**src/rtl/imem_loader_pkg.sv**
```systemverilog
// Shared definitions for the instruction-memory loader.
//   state_t        : loader FSM states (CHECK is reachable only with the checksum build)
//   BYTES_PER_WORD : stream bytes packed into one instruction word
//   WORD_W         : instruction word width
package imem_loader_pkg;

    localparam int BYTES_PER_WORD = 4;
    localparam int WORD_W         = 32;

    typedef enum logic [2:0] {
        ST_IDLE  = 3'd0,
        ST_RECV  = 3'd1,
        ST_WRITE = 3'd2,
        ST_CHECK = 3'd3,
        ST_DONE  = 3'd4
    } state_t;

endpackage

```
**src/rtl/imem_loader_if.sv**
```systemverilog
// Byte-stream input and instruction-memory write port of the loader.
//   byte_in/byte_valid/byte_ready : valid/ready byte stream into the loader
//   we/waddr/wdata                : one write pulse per packed word
// Modports: slave = loader side, master = host/memory side.
interface imem_loader_if #(
    parameter int ADDR_W = 8
);
    import imem_loader_pkg::*;

    logic [7:0]        byte_in;
    logic              byte_valid;
    logic              byte_ready;
    logic              we;
    logic [ADDR_W-1:0] waddr;
    logic [WORD_W-1:0] wdata;

    modport slave (
        input  byte_in, byte_valid,
        output byte_ready, we, waddr, wdata
    );

    modport master (
        output byte_in, byte_valid,
        input  byte_ready, we, waddr, wdata
    );
endinterface

```
**src/rtl/imem_loader_byte_packer.sv**
```systemverilog
// Packs accepted stream bytes big-endian into one instruction word.
//   clk, rst       : clock, synchronous active-high reset
//   clear          : drop the partial word and restart at byte 0
//   accept         : data_byte is consumed this cycle
//   data_byte      : incoming byte
//   word           : packed word (byte 0 in the MSB lane)
//   last_byte      : the next accepted byte completes the word
module imem_loader_byte_packer
    import imem_loader_pkg::*;
(
    input  logic              clk,
    input  logic              rst,
    input  logic              clear,
    input  logic              accept,
    input  logic [7:0]        data_byte,
    output logic [WORD_W-1:0] word,
    output logic              last_byte
);

    logic [1:0] cnt;

    assign last_byte = (cnt == 2'(BYTES_PER_WORD - 1));

    always_ff @(posedge clk) begin
        if (rst || clear) begin
            cnt  <= '0;
            word <= '0;
        end else if (accept) begin
            cnt <= cnt + 2'd1;
            // Lane k sits at bits [31-8k -: 8], so the first byte lands in the MSB.
            for (int k = 0; k < BYTES_PER_WORD; k++) begin
                if (cnt == 2'(k)) word[WORD_W-1-8*k -: 8] <= data_byte;
            end
        end
    end

endmodule

```
**src/rtl/imem_loader.sv**
```systemverilog
// Program loader: streams bytes into 32-bit big-endian words and writes them
// to instruction memory at word addresses 0,1,2,... while holding the core.
//   reloj, reset : clock, synchronous active-high reset
//   start        : begin a load (honoured only when idle or done)
//   word_count   : words to load, clamped to 2**ADDR_W
//   bus          : byte stream in, memory write port out (imem_loader_if.slave)
//   cpu_hold     : keeps the core parked while a load is in progress
//   busy, done   : load in progress / load finished (level)
//   err          : checksum mismatch
// Build option IMEM_LOADER_CHECKSUM_EN: after the last word, one extra byte
// is taken and err is set when it does not zero the mod-256 byte sum.
module imem_loader
    import imem_loader_pkg::*;
#(
    parameter int ADDR_W = 8
) (
    input  logic              reloj,
    input  logic              reset,
    input  logic              start,
    input  logic [ADDR_W:0]   word_count,
    imem_loader_if.slave      bus,
    output logic              cpu_hold,
    output logic              busy,
    output logic              done,
    output logic              err
);

    localparam logic [ADDR_W:0] MAX_WORDS = {1'b1, {ADDR_W{1'b0}}};

    state_t            state, state_nx;
    logic [ADDR_W-1:0] ptr;
    logic [ADDR_W:0]   remaining;
    logic [ADDR_W:0]   count_clamped;
    logic              accept, pk_clear, last_byte, start_load;

    assign count_clamped = (word_count > MAX_WORDS) ? MAX_WORDS : word_count;
    assign bus.waddr     = ptr;
    assign cpu_hold      = busy;
    assign done          = (state == ST_DONE);

    imem_loader_byte_packer u_packer (
        .clk       (reloj),
        .rst       (reset),
        .clear     (pk_clear),
        .accept    (accept),
        .data_byte (bus.byte_in),
        .word      (bus.wdata),
        .last_byte (last_byte)
    );

`ifdef IMEM_LOADER_CHECKSUM_EN
    logic       check_take;
    logic [7:0] sum;
    logic [7:0] total;
    logic       err_q;

    assign total = sum + bus.byte_in;
    assign err   = err_q;
`endif

    always_ff @(posedge reloj) begin
        if (reset) state <= ST_IDLE;
        else       state <= state_nx;
    end

    always_comb begin
        state_nx       = state;
        accept         = 1'b0;
        pk_clear       = 1'b0;
        start_load     = 1'b0;
        bus.byte_ready = 1'b0;
        bus.we         = 1'b0;
        busy           = 1'b0;
`ifdef IMEM_LOADER_CHECKSUM_EN
        check_take     = 1'b0;
`endif
        case (state)
            ST_IDLE, ST_DONE: begin
                if (start) begin
                    // A zero-length load finishes at once and writes nothing.
                    if (count_clamped == '0) begin
                        state_nx = ST_DONE;
                    end else begin
                        state_nx   = ST_RECV;
                        start_load = 1'b1;
                        pk_clear   = 1'b1;
                    end
                end
            end
            ST_RECV: begin
                bus.byte_ready = 1'b1;
                busy           = 1'b1;
                accept         = bus.byte_valid;
                if (bus.byte_valid && last_byte) state_nx = ST_WRITE;
            end
            ST_WRITE: begin
                bus.we   = 1'b1;
                busy     = 1'b1;
                pk_clear = 1'b1;
                if (remaining == (ADDR_W+1)'(1)) begin
`ifdef IMEM_LOADER_CHECKSUM_EN
                    state_nx = ST_CHECK;
`else
                    state_nx = ST_DONE;
`endif
                end else begin
                    state_nx = ST_RECV;
                end
            end
`ifdef IMEM_LOADER_CHECKSUM_EN
            ST_CHECK: begin
                bus.byte_ready = 1'b1;
                busy           = 1'b1;
                if (bus.byte_valid) begin
                    check_take = 1'b1;
                    state_nx   = ST_DONE;
                end
            end
`endif
            default: state_nx = ST_IDLE;
        endcase
    end

    always_ff @(posedge reloj) begin
        if (reset) begin
            ptr       <= '0;
            remaining <= '0;
        end else if (start_load) begin
            ptr       <= '0;
            remaining <= count_clamped;
        end else if (bus.we) begin
            // A full 2**ADDR_W load wraps ptr to 0 only after its final write.
            ptr       <= ptr + ADDR_W'(1);
            remaining <= remaining - (ADDR_W+1)'(1);
        end
    end

`ifdef IMEM_LOADER_CHECKSUM_EN
    always_ff @(posedge reloj) begin
        if (reset) begin
            sum   <= '0;
            err_q <= 1'b0;
        end else if (start_load) begin
            sum   <= '0;
            err_q <= 1'b0;
        end else if (accept) begin
            sum <= total;
        end else if (check_take) begin
            err_q <= (total != 8'd0);
        end
    end
`else
    assign err = 1'b0;
`endif

endmodule

```
**src/flat_wrapper.sv**
```systemverilog
// flat-port wrapper written by rule: the top's interface ports become plain ports
module imem_loader_flat import imem_loader_pkg::*;
#(
    parameter int ADDR_W = 8
)
  (reloj, reset, start, word_count, cpu_hold, busy, done, err, bus_byte_in, bus_byte_valid, bus_byte_ready, bus_we, bus_waddr, bus_wdata);
  imem_loader_if #(.ADDR_W(ADDR_W)) bus_i ();
  input  logic reloj;
  input  logic reset;
  input  logic start;
  input  logic [ADDR_W:0] word_count;
  output logic cpu_hold;
  output logic busy;
  output logic done;
  output logic err;
  input wire logic [$bits(bus_i.byte_in)-1:0] bus_byte_in;
  input wire logic [$bits(bus_i.byte_valid)-1:0] bus_byte_valid;
  output wire logic [$bits(bus_i.byte_ready)-1:0] bus_byte_ready;
  output wire logic [$bits(bus_i.we)-1:0] bus_we;
  output wire logic [$bits(bus_i.waddr)-1:0] bus_waddr;
  output wire logic [$bits(bus_i.wdata)-1:0] bus_wdata;
  assign bus_i.byte_in = bus_byte_in;
  assign bus_i.byte_valid = bus_byte_valid;
  assign bus_byte_ready = bus_i.byte_ready;
  assign bus_we = bus_i.we;
  assign bus_waddr = bus_i.waddr;
  assign bus_wdata = bus_i.wdata;
  imem_loader #(.ADDR_W(ADDR_W)) u_core (.reloj(reloj), .reset(reset), .start(start), .word_count(word_count), .bus(bus_i), .cpu_hold(cpu_hold), .busy(busy), .done(done), .err(err));
endmodule
```
**config.mk**
```make
export PLATFORM = sky130hd
export DESIGN_NAME = imem_loader_flat
export DESIGN_NICKNAME = d
export VERILOG_FILES = /design/src/rtl/imem_loader_pkg.sv /design/src/rtl/imem_loader_if.sv /design/src/rtl/imem_loader_byte_packer.sv /design/src/rtl/imem_loader.sv /design/src/flat_wrapper.sv
export SDC_FILE = /design/constraint.sdc
export NUM_CORES = 1
export LEC_CHECK = 0
export ABC_AREA = 1
export ABC_CLOCK_PERIOD_IN_PS = 2950
export CORE_UTILIZATION = 50
export DETAILED_ROUTE_END_ITERATION = 8
export DONT_BUFFER_PORTS = 1
export PLACE_DENSITY = 0.75
export REMOVE_ABC_BUFFERS = 1
export SYNTH_ARGS = -nofsm -noshare
export SYNTH_HDL_FRONTEND = slang
export SYNTH_HIERARCHICAL = 1
export SYNTH_SLANG_ARGS = --single-unit
export TNS_END_PERCENT = 10
```
**constraint.sdc**
```tcl
create_clock -name reloj -period 2.95 [get_ports reloj]
set_input_delay 0.885 -clock reloj [delete_from_list [all_inputs] [get_ports reloj]]
set_output_delay 0.885 -clock reloj [all_outputs]
set_load 0.01 [all_outputs]
```
======== Word level (Yosys, flattened, before mapping) ========
Index checks and enable logic that the tools add are counted.
operators by class
  add/subtract/negate cells ............... 3
  magnitude comparators ................... 1
  equal/unequal tests ..................... 9
  muxes and demuxes ....................... 16
  reductions and logical operators ........ 14
operators with widths
  cell                                                 count
  two-way mux 9 bit                                    3
  two-way mux 3 bit                                    4
  AND reduction 2 bit                                  5
  equality test 9 x 1 -> 1 bit, second input constant  1
  > comparator 9 bit, second input constant            1
  zero test 9 bit                                      1
  one-hot mux 3 bit (3 select lines)                   1
  subtractor 9 x 1 -> 9 bit, second input constant     1
  adder 8 x 1 -> 8 bit, second input constant          1
  two-way mux 1 bit                                    7
  OR reduction 2 bit                                   3
  equality test 2 bit, second input constant           2
  equality test 3 x 1 -> 1 bit, second input constant  1
  equality test 3 x 2 -> 1 bit, second input constant  1
  equality test 3 bit, second input constant           1
  zero test 3 bit                                      1
  adder 2 x 1 -> 2 bit, second input constant          1
  equality test 2 x 1 -> 1 bit, second input constant  1
  zero test 2 bit                                      1
  != test 2 x 1 -> 1 bit, second input constant        1
  != test 2 bit, second input constant                 1
  one-hot mux 1 bit (2 select lines)                   1
  nonzero test 2 bit                                   1
  logical AND 1 bit                                    1
  logical OR 1 bit                                     1
storage, ports and cells
  register bits ........................... 54
  input port bits ......................... 21
  output and inout port bits .............. 46

======== Depth between registers and ports, before layout ========
Gate-level depths: netlist (run 1).
  depth after elaboration ................. 7
  depth in mapped cells ................... 11
  gate-level depth less buffers ........... 10

======== Modules after synthesis ========
Netlist (run 1), hierarchy kept.
modules (own cells, without submodules)
  module                   instances  cells each  area each (um^2)  seq. area each (um^2)
  imem_loader_byte_packer  1          221         1500.2            680.7
  imem_loader              1          195         1333.8            400.4

======== Worst setup path after synthesis (run 1) ========
OpenSTA, ideal clock, no wires.
  kind .................................... input to register
  from .................................... input word_count[4]
  to ...................................... register u_core.u_packer.word[0]
  data arrival time ....................... 2.014 ns
  required time ........................... 2.886 ns
  path slack .............................. 0.872 ns
  stages .................................. 10
  buffers on the path ..................... 1
  cells stage by stage .................... o21ai_0 > nand2_1 > nor2_2 > nand2_2 > nand3_4 > nand2_1 > nor2_2 > buf_4 > nand2_1 > nor2_1
between the ends
  longest elaborated chain between the ends .. 7
RTL lines
  element                               line                           text
  start: declaration                    flat_wrapper.sv:11             input logic [ADDR_W:0] word_count;
  > comparator 9 bit                    imem_loader.sv:36              assign count_clamped = (word_count > MAX_WORDS) ? MAX_WORDS : word_count;
  two-way mux 9 bit *                   imem_loader.sv:36
  zero test 9 bit *                     imem_loader.sv:81              if (count_clamped == '0) begin
  two-way mux 1 bit *                   imem_loader.sv:81
  two-way mux 1 bit *                   imem_loader.sv:79              if (start) begin
  one-hot mux 1 bit (2 select lines) *  imem_loader.sv:77              case (state)
  via u_core.pk_clear                   imem_loader.sv:34              logic accept, pk_clear, last_byte, start_load;
  logical OR 1 bit *                    imem_loader_byte_packer.sv:25  if (rst || clear) begin
  end signal: indexed assignment        imem_loader_byte_packer.sv:32  if (cnt == 2'(k)) word[WORD_W-1-8*k -: 8] <= data_byte;
  end: declaration                      imem_loader_byte_packer.sv:16  output logic [WORD_W-1:0] word,
Mark *: on every way through the listed nets, which the timed path passes. The rest lies on a longest branch.
A chain may end at the register's enable or synchronous reset.

======== Worst setup path after layout (run 1) ========
  from .................................... register u_core.state[0]
  to ...................................... output done
between the ends
  longest elaborated chain between the ends .. 1
RTL lines
  element                   line                text
  start: declaration        imem_loader.sv:30   state_t state, state_nx;
  start signal: assignment  imem_loader.sv:63   else state <= state_nx;
  equality test 3 bit       imem_loader.sv:39   assign done = (state == ST_DONE);
  end: declaration          flat_wrapper.sv:14  output logic done;
No other way between the ends.

==> reports/results.txt, run 1 <==
Routed wire length per instance = 11.5 um
Total number of yosys warnings = 6
RSZ-0062 raised after global routing = false
Post-CTS resize count = 0
Number of global-route vias before repair = 2117
FP Rows = 27
DR vias = 2319
CP max FO = 9
Layout cells sized above 1 = 8.70%
Setup CP Type = register to output port
Clock Power Share = 24.6%
Final Hold Viols = 0
Setup bufs post-CTS = 0
Maximum VDD drop = 0.000336 V
Post-synth EDFFs = 0
Area growth syn-to-layout = 3.13%
XOR/XNOR share of the synthesized area = 3.40%
GRT Resource Usage Total = 19.6%
H-tree depth = 2
Combinational group share of total power = 28.3%
Setup violators final = 0
Seq pwr share = 47.2%
Cell variety after synth = 33
PwrDens = 607 nW/um^2
Ys flop type = dfxtp_1
Yosys top cell by area = dfxtp_1
Sequential cell area = 1080 um^2
Crit-path slowest cell = dfxtp_1
Post-synth top cells = 98 x nor2_1, 95 x nand2_1, 66 x inv_1, 54 x dfxtp_1, 15 x nand3_1
Clk Tree Root Cell = clkbuf_8
Gate count after technology mapping = 416
Slowest stage delay, CP = 0.34 ns
Clock Skews = 0.00976 ns
Post-route clock period utilization = 74.4%
TritonRoute pass-1 iters = 4
Worst Hold Launch = u_core/state[2]$_SDFFE_PP0P_
R2R Setup Slk = 1.20 ns
Fin cells = 486
Post-synthesis compound-gate area fraction = 5.83%
CP Capture Type = output port
Clk sink count = 54
Most frequent cell after synthesis = nor2_1
Final slew viol count = 0
Simple-gate share of the synthesized area = 36.2%
Clock transition at path regs = 0.10 ns
Initial Utilization = 51.8%
Clock Latency Late Sink = 0.30 ns
Crit path cell chain = nor2_2 -> inv_1 -> nor2_1
DIE WIDTH = 77.3 um
Hold crit path type = register to register
Crit path time final = 2.19 ns
Arrival time at the worst endpoint = 1.31 ns
Core footprint = 5470 um^2
Die Y-Extent = 77.3 um
Worst R2R Path Depth = 7
Startpoint type of the worst setup path = register
Final antenna diode count = 0
Final Hold Slack = 0.469 ns
Sw Share = 35.2%
P_int = 1150 uW
Largest net degree at the start of global routing = 35
Clock Path Buffers = 2
Worst Setup Slack, final = 0.755 ns
CP required = 2.07 ns
Syn Area/Cell = 6.81 um^2
Top area cells in the synthesized netlist = dfxtp_1 38%, nor2_1 13%, nand2_1 13%, inv_1 8.7%, ha_1 3.1%
Async S/R FF share, synth = 0%
First-pass GRT wire length = 9440 um
Sequential area share after synthesis = 38.1%
Status = completed
Fmax = 456 MHz
Synth Area in Adders = 3.09%
Die area = 5970 um^2
Leakage component of the power = 0.00149 uW
Number of CTS-inserted buffers = 5
IO buf count = 0
Initial DRC Count = 131
Initial antenna violation count = 0
Post-route ant nets = 0
CTS tree = done
Number of cells on the worst hold path = 2
Largest family of logic cells by synthesized area = simple AND/OR/NAND/NOR gates
Flops & latches, synth = 54
RR Endpoint = u_core/u_packer/cnt[1]$_SDFFE_PP0P_
Mapped cell area = 2830 um^2
Drt drc = 0
Fillers = 537
Via/cell ratio = 4.77
Synth top area share = 38.1%
Sw Pwr = 624 uW
DPL Wire Length = 4040 um
WL final = 5580 um
MaxCap Viol Count = 0
Hold worst-path end = u_core/state[2]$_SDFFE_PP0P_
R2R Path Start = u_core/state[0]$_SDFFE_PP0P_
Boundary Pins = 67
Multi-input logic area = 1380 um^2
Placed instance count = 478
TNS Setup = 0 ns
Overflow after GRT = 0
Dpl ws = 0.459 ns
Hold bufs inserted after CTS = 0
Mux contribution to synthesized area = 0%
NumNets Final = 441
RePlAce Congestion = 0.856
-- critical path, delay by kind of cell (launching register included) --
| family | cells | cell delay, ns |
|---|---|---|
| buffers and inverters | 1 | 0.11 |
| DFF | 1 | 0.34 |
| and+or+nand+nor | 2 | 0.56 |
-- through the flow --
step                util [%]  power (uW)  area (um^2)
global route            53.4        1910         2920
CTS                     53.4        1800         2920
floorplan                  -        1250         2710
detailed placement      51.6        1350         2820
global placement        51.6        1340         2820
finish                  53.4        1770         2920
-- cell families after synthesis --
group                      after synthesis
AOI/OAI and AO/OA                       27
and+or+nand+nor                        236
buffers and inverters                   80
other                                    1
adders and majority gates                7
xor gates and xnor gates                11
DFF                                     54
-- area by class of cell --
type,count,area share [%]
Timing Repair Buffer,3,0.771
Clock inverter,2,0.599
Inverter,67,8.60
Clock buffer,6,2.83
Sequential cell,54,37.0
Multi-Input combinational cell,282,47.1
Tap cell,72,3.08
-- metal layers --
layer	wire length, um	global-route usage, %	vias to the layer above
met5	0	0	-
met4	71	5.85	0
met3	372	5.71	7
met2	2520	31.4	59
met1	2620	25.4	1014
li1	-	-	1239
-- layout by cell type (no fill, tap or decap), types with 2 or more instances in the layout --
cell type,instances
nand3_1,15
clkbuf_8,6
nor2_1,98
or2_2,2
o21ai_2,2
inv_1,66
o21ai_0,9
buf_4,3
nand2_4,5
nor2_2,3
ha_1,7
o21ai_1,2
nand2_1,95
nand4_1,6
nand2_2,3
nor3_1,2
a21oi_2,3
xnor2_1,3
nand3_2,3
xor2_1,8
a21oi_1,8
clkinv_4,2
dfxtp_1,54
-- flip-flops by register name, indices dropped and copies added (netlist names) --
name and count:
u_core/bus.waddr 8, u_core/remaining 9, u_core/state 3, u_core/u_packer/cnt 2, u_core/u_packer/word 32
-- power by group through the flow --
stage	combinational, uW	sequential (uW)	clock, uW
after floorplan	410	843	0
after global placement	488	852	0
after detailed placement	499	853	0
after CTS	503	837	459
after global routing	572	845	489
final	501	836	436
-- how the worst max path moves through the flow --
stage / slack, ns / endpoint / startpoint
final: 0.76 / done / u_core/state[0]$_SDFFE_PP0P_
after detailed placement: 0.46 / u_core/u_packer/cnt[1]$_SDFFE_PP0P_ / word_count[4]
after global placement: 0.53 / u_core/u_packer/cnt[1]$_SDFFE_PP0P_ / word_count[4]
after global routing: 0.62 / u_core/u_packer/cnt[1]$_SDFFE_PP0P_ / word_count[6]
after CTS: 0.75 / done / u_core/state[0]$_SDFFE_PP0P_
after floorplan: 0.27 / u_core/u_packer/cnt[1]$_SDFFE_PP0P_ / word_count[4]
(Power assumes the default switching activity.)
==> run 2, diff against run 1 <==
Settings changed: ABC_CLOCK_PERIOD_IN_PS 2950 to 2100.
Clock period 2.95 ns to 2.1 ns, I/O delays scaled along.
==> run 2 against run 1 <==
  * Register-to-register slack worse by 0.90 ns
  * Wire length is 4.5% higher
  * First-iteration DRC count increased by 18%
  * Cell area rose by 1.4%
  * Clock power grew 44%
==> reports/results.txt, run 2 (same netlist as run 1, synthesis figures left out) <==
Status = completed
Clock Path Buffers = 2
DIE WIDTH = 77.3 um
Area growth syn-to-layout = 4.59%
Number of global-route vias before repair = 2206
CP max FO = 8
Setup bufs post-CTS = 0
CTS tree = done
Clk sink count = 54
Multi-input logic area = 1380 um^2
Final antenna diode count = 0
GRT Resource Usage Total = 20.1%
DPL Wire Length = 4170 um
Clock Latency Late Sink = 0.31 ns
DR vias = 2377
Commonest non-fill, non-tap cell in the layout = nor2_1
Clk Tree Root Cell = clkbuf_8
Leakage component of the power = 0.00151 uW
Overflow after GRT = 0
Crit path time final = 1.98 ns
RePlAce Congestion = 0.863
IO buf count = 0
MaxCap Viol Count = 0
Largest net degree at the start of global routing = 35
Layout cells sized above 1 = 9.81%
Sequential cell area = 1080 um^2
Clock transition at path regs = 0.10 ns
Drt drc = 0
Setup violators final = 0
Arrival time at the worst endpoint = 1.35 ns
Most frequent cells in the layout = 98 x nor2_1, 95 x nand2_1, 65 x inv_1
Initial DRC Count = 155
Final slew viol count = 0
First-pass GRT wire length = 9610 um
Core footprint = 5470 um^2
Boundary Pins = 67
Post-route clock period utilization = 94.4%
H-tree depth = 2
RSZ-0062 raised after global routing = false
Startpoint type of the worst setup path = register
Routed wire length per instance = 11.9 um
Pwr Total = 2560 uW
Initial antenna violation count = 0
Fillers = 552
TritonRoute pass-1 iters = 4
Via/cell ratio = 4.85
PwrDens = 864 nW/um^2
WL final = 5840 um
Clock Skews = 0.00937 ns
FP Rows = 27
Largest register FFs = 32
Hold crit path type = input pin to register
Initial Utilization = 51.8%
Most flop-heavy register = u_core/u_packer/word
Fmax = 504 MHz
Die area = 5970 um^2
Maximum VDD drop = 0.000474 V
Die Y-Extent = 77.3 um
Post-route ant nets = 0
CP Capture Type = output port
Dpl ws = 0.189 ns
Final Hold Viols = 0
Worst Setup Slack, final = 0.117 ns
Number of CTS-inserted buffers = 5
CP required = 1.47 ns
NumNets Final = 445
Setup CP Type = register to output port
## run 2: cell count changes in the layout (fill, tap and decap cells not counted), sizes merged
cell,change
clkinvlp,+1
inv,+1
buf,+4
clkinv,-2
## run 2: repair_timing
action                                  CTS  global route
hold buffers                              0             0
resized for setup                         0             1
endpoints found under the setup margin    0             1
## run 2: final cells by class
type / count / area share, %
Clock inverter: 2 / 0.549
Clock buffer: 6 / 2.79
Timing Repair Buffer: 7 / 2.20
Multi-Input combinational cell: 282 / 46.5
Tap cell: 72 / 3.04
Inverter: 67 / 8.48
Sequential cell: 54 / 36.5
## run 2: critical path, stage by stage, from the launching register on
cell and delay [ns]:
dfxtp_1 0.33, inv_1 0.09, nand3_1 0.30, nand2_1 0.17, buf_4 0.15
## run 2: worst paths after layout
check                          startpoint                          endpoint  slack, ns  cells after the start
min reg2reg  u_core/state[2]$_SDFFE_PP0P_      u_core/state[2]$_SDFFE_PP0P_       0.48                      2
max reg2reg  u_core/state[2]$_SDFFE_PP0P_  u_core/bus.waddr[7]$_SDFFE_PP0P_       0.30                      7
max          u_core/state[2]$_SDFFE_PP0P_                          cpu_hold       0.12                      4
min                                 reset  u_core/remaining[6]$_SDFFE_PP0P_       0.36                      1
## run 2: metrics by stage
| step | hold WS (ns) | utilization, % | cell area (um^2) | TNS [ns] | std cells |
|---|---|---|---|---|---|
| floorplan | 0.438 | - | 2710 | -7.94 | 403 |
| global placement | 0.453 | 52.4 | 2870 | 0 | 482 |
| detailed placement | 0.467 | 52.4 | 2870 | 0 | 482 |
| CTS | 0.352 | 54.2 | 2960 | 0 | 490 |
| global route | 0.343 | 54.2 | 2960 | 0 | 490 |
| finish | 0.362 | 54.2 | 2960 | 0 | 490 |
## run 2: metal layers
layer | routed length (um) | GRT usage [%]
met1 | 2690 | 25.0
met4 | 59 | 5.66
met3 | 360 | 5.60
met2 | 2720 | 33.7
met5 | 0 | 0
## run 2: where the power goes
part	switching [uW]	internal, uW	leakage (uW)
clock network	354	272	0.0000478
logic	476	282	0.00103
registers	77.1	1100	0.000437
==> run 3, diff against run 2 <==
Settings changed: CORE_UTILIZATION 50 to 46, PLACE_DENSITY 0.75 to 0.71, SETUP_SLACK_MARGIN set to 0.3, SKIP_CTS_REPAIR_TIMING set to 1.
==> run 3 against run 2 <==
  * Clock power shrank 9.6%
  * Worst hold slack gained 0.021 ns
  * Highest routed layer unchanged
  * Combinational power grew 2%
  * First-iteration DRC count shrank 0.65%
  * Power shrank 1.6%
  * Clock-buffer cell count shrank 1
==> reports/results.txt, run 3 (same netlist as run 1, synthesis figures left out) <==
Status = completed
Clock Latency Late Sink = 0.30 ns
CP Capture Type = output port
Clock Power Share = 22.5%
Die Y-Extent = 80.5 um
CP required = 1.47 ns
FP Rows = 28
Area growth syn-to-layout = 5.61%
WL final = 5840 um
Final Hold Slack = 0.383 ns
Clock Path Buffers = 2
Fin util = 50.5%
Final slew viol count = 0
Initial antenna violation count = 0
IO buf count = 0
Core footprint = 5920 um^2
Sw Pwr = 893 uW
Routed wire length per instance = 11.8 um
Slowest stage delay, CP = 0.38 ns
H-tree depth = 2
Overflow after GRT = 0
Final Hold Viols = 0
RSZ-0062 raised after global routing = false
DIE WIDTH = 80.5 um
First-pass GRT wire length = 9450 um
P_int = 1630 uW
Layout cells sized above 1 = 11.0%
Fmax = 581 MHz
GRT Resource Usage Total = 18.6%
Arrival time at the worst endpoint = 1.09 ns
Seq pwr share = 46.9%
CTS tree = done
Crit path depth = 4
Number of cells on the worst hold path = 1
Initial DRC Count = 154
Number of CTS-inserted buffers = 5
Drt drc = 0
DR vias = 2394
Fin cells = 495
Clock Skews = 0.00990 ns
Crit path cell chain = inv_1 -> nand3_4 -> nand2_1 -> buf_4
CP delay by family, top = flip-flops
CP max FO = 7
Final antenna diode count = 0
Post-route clock period utilization = 81.9%
Commonest non-fill, non-tap cell in the layout = nor2_1
Maximum VDD drop = 0.000406 V
Startpoint type of the worst setup path = register
Crit path time final = 1.72 ns
Most flop-heavy register = u_core/u_packer/word
Crit-path slowest cell = dfxtp_1
Boundary Pins = 67
Initial Utilization = 47.9%
Placed instance count = 486
PwrDens = 842 nW/um^2
Largest register FFs = 32
MaxCap Viol Count = 0
Clk sink count = 54
Most frequent cells in the layout = 98 x nor2_1, 95 x nand2_1, 65 x inv_1
Post-route ant nets = 0
Post-DP Area = 2880 um^2
NumNets Final = 448
Clock transition at path regs = 0.09 ns
RePlAce Congestion = 0.898
Fin area = 2990 um^2
Setup violators final = 0
Leakage component of the power = 0.00153 uW
Via/cell ratio = 4.84
Largest net degree at the start of global routing = 35
Die area = 6480 um^2
Worst R2R Path Depth = 6
Combinational group share of total power = 30.6%
Clk Tree Root Cell = clkbuf_8
DPL Wire Length = 4170 um
CP Buf/Inv Count = 2
Fillers = 613
TNS Setup = 0 ns
TritonRoute pass-1 iters = 4
Number of global-route vias before repair = 2079
Sw Share = 35.4%
Setup CP Type = register to output port
Hold crit path type = input pin to register
-- run 3: worst paths after layout --
check	from	end	slack [ns]
worst max-delay path	u_core/state[0]$_SDFFE_PP0P_	cpu_hold	0.38
worst min-delay path	reset	u_core/remaining[6]$_SDFFE_PP0P_	0.38
worst max register to register	u_core/bus.waddr[0]$_SDFFE_PP0P_	u_core/bus.waddr[6]$_SDFFE_PP0P_	0.53
worst min register to register	u_core/state[2]$_SDFFE_PP0P_	u_core/state[2]$_SDFFE_PP0P_	0.49
-- run 3: power by group through the flow --
stage | combinational [uW] | sequential, uW | clock [uW]
after floorplan | 575 | 1180 | 0
after global placement | 739 | 1200 | 0
after detailed placement | 749 | 1200 | 0
after CTS | 754 | 1180 | 598
after global routing | 864 | 1190 | 639
final | 771 | 1180 | 566
-- run 3: layout make-up --
class / instances / area [um^2] / share of cell area, %
clock inverters: 2 / 13.8 / 0.460
multi-input cells: 282 / 1400 / 46.6
clock buffers: 5 / 68.8 / 2.30
flip-flops and latches: 54 / 1080 / 36.2
repair buffers: 10 / 87.6 / 2.93
well taps: 75 / 93.8 / 3.14
inverters: 67 / 251 / 8.40
-- run 3: metal layers --
metal / wire (um) / vias to the layer above / track usage, %
met4: 41 / 0 / 5.71
met2: 2780 / 58 / 29.5
met3: 408 / 2 / 5.45
li1: - / 1251 / -
met5: 0 / - / 0
met1: 2610 / 1083 / 24.1
-- run 3: metrics by stage --
step,power (uW),worst slack (ns)
3_5_place_dp,1950,0.179
6_report,2520,0.380
5_1_grt,2700,0.301
2_1_floorplan,1760,-0.329
3_3_place_gp,1940,0.229
4_1_cts,2530,0.00645
-- run 3: worst reg2reg max path, cell delays in order (launching register included) --
cell,delay [ns]
dfxtp_1,0.45
ha_1,0.20
inv_1,0.05
nor4_1,0.39
nand3_1,0.15
xor2_1,0.16
nor2_1,0.05
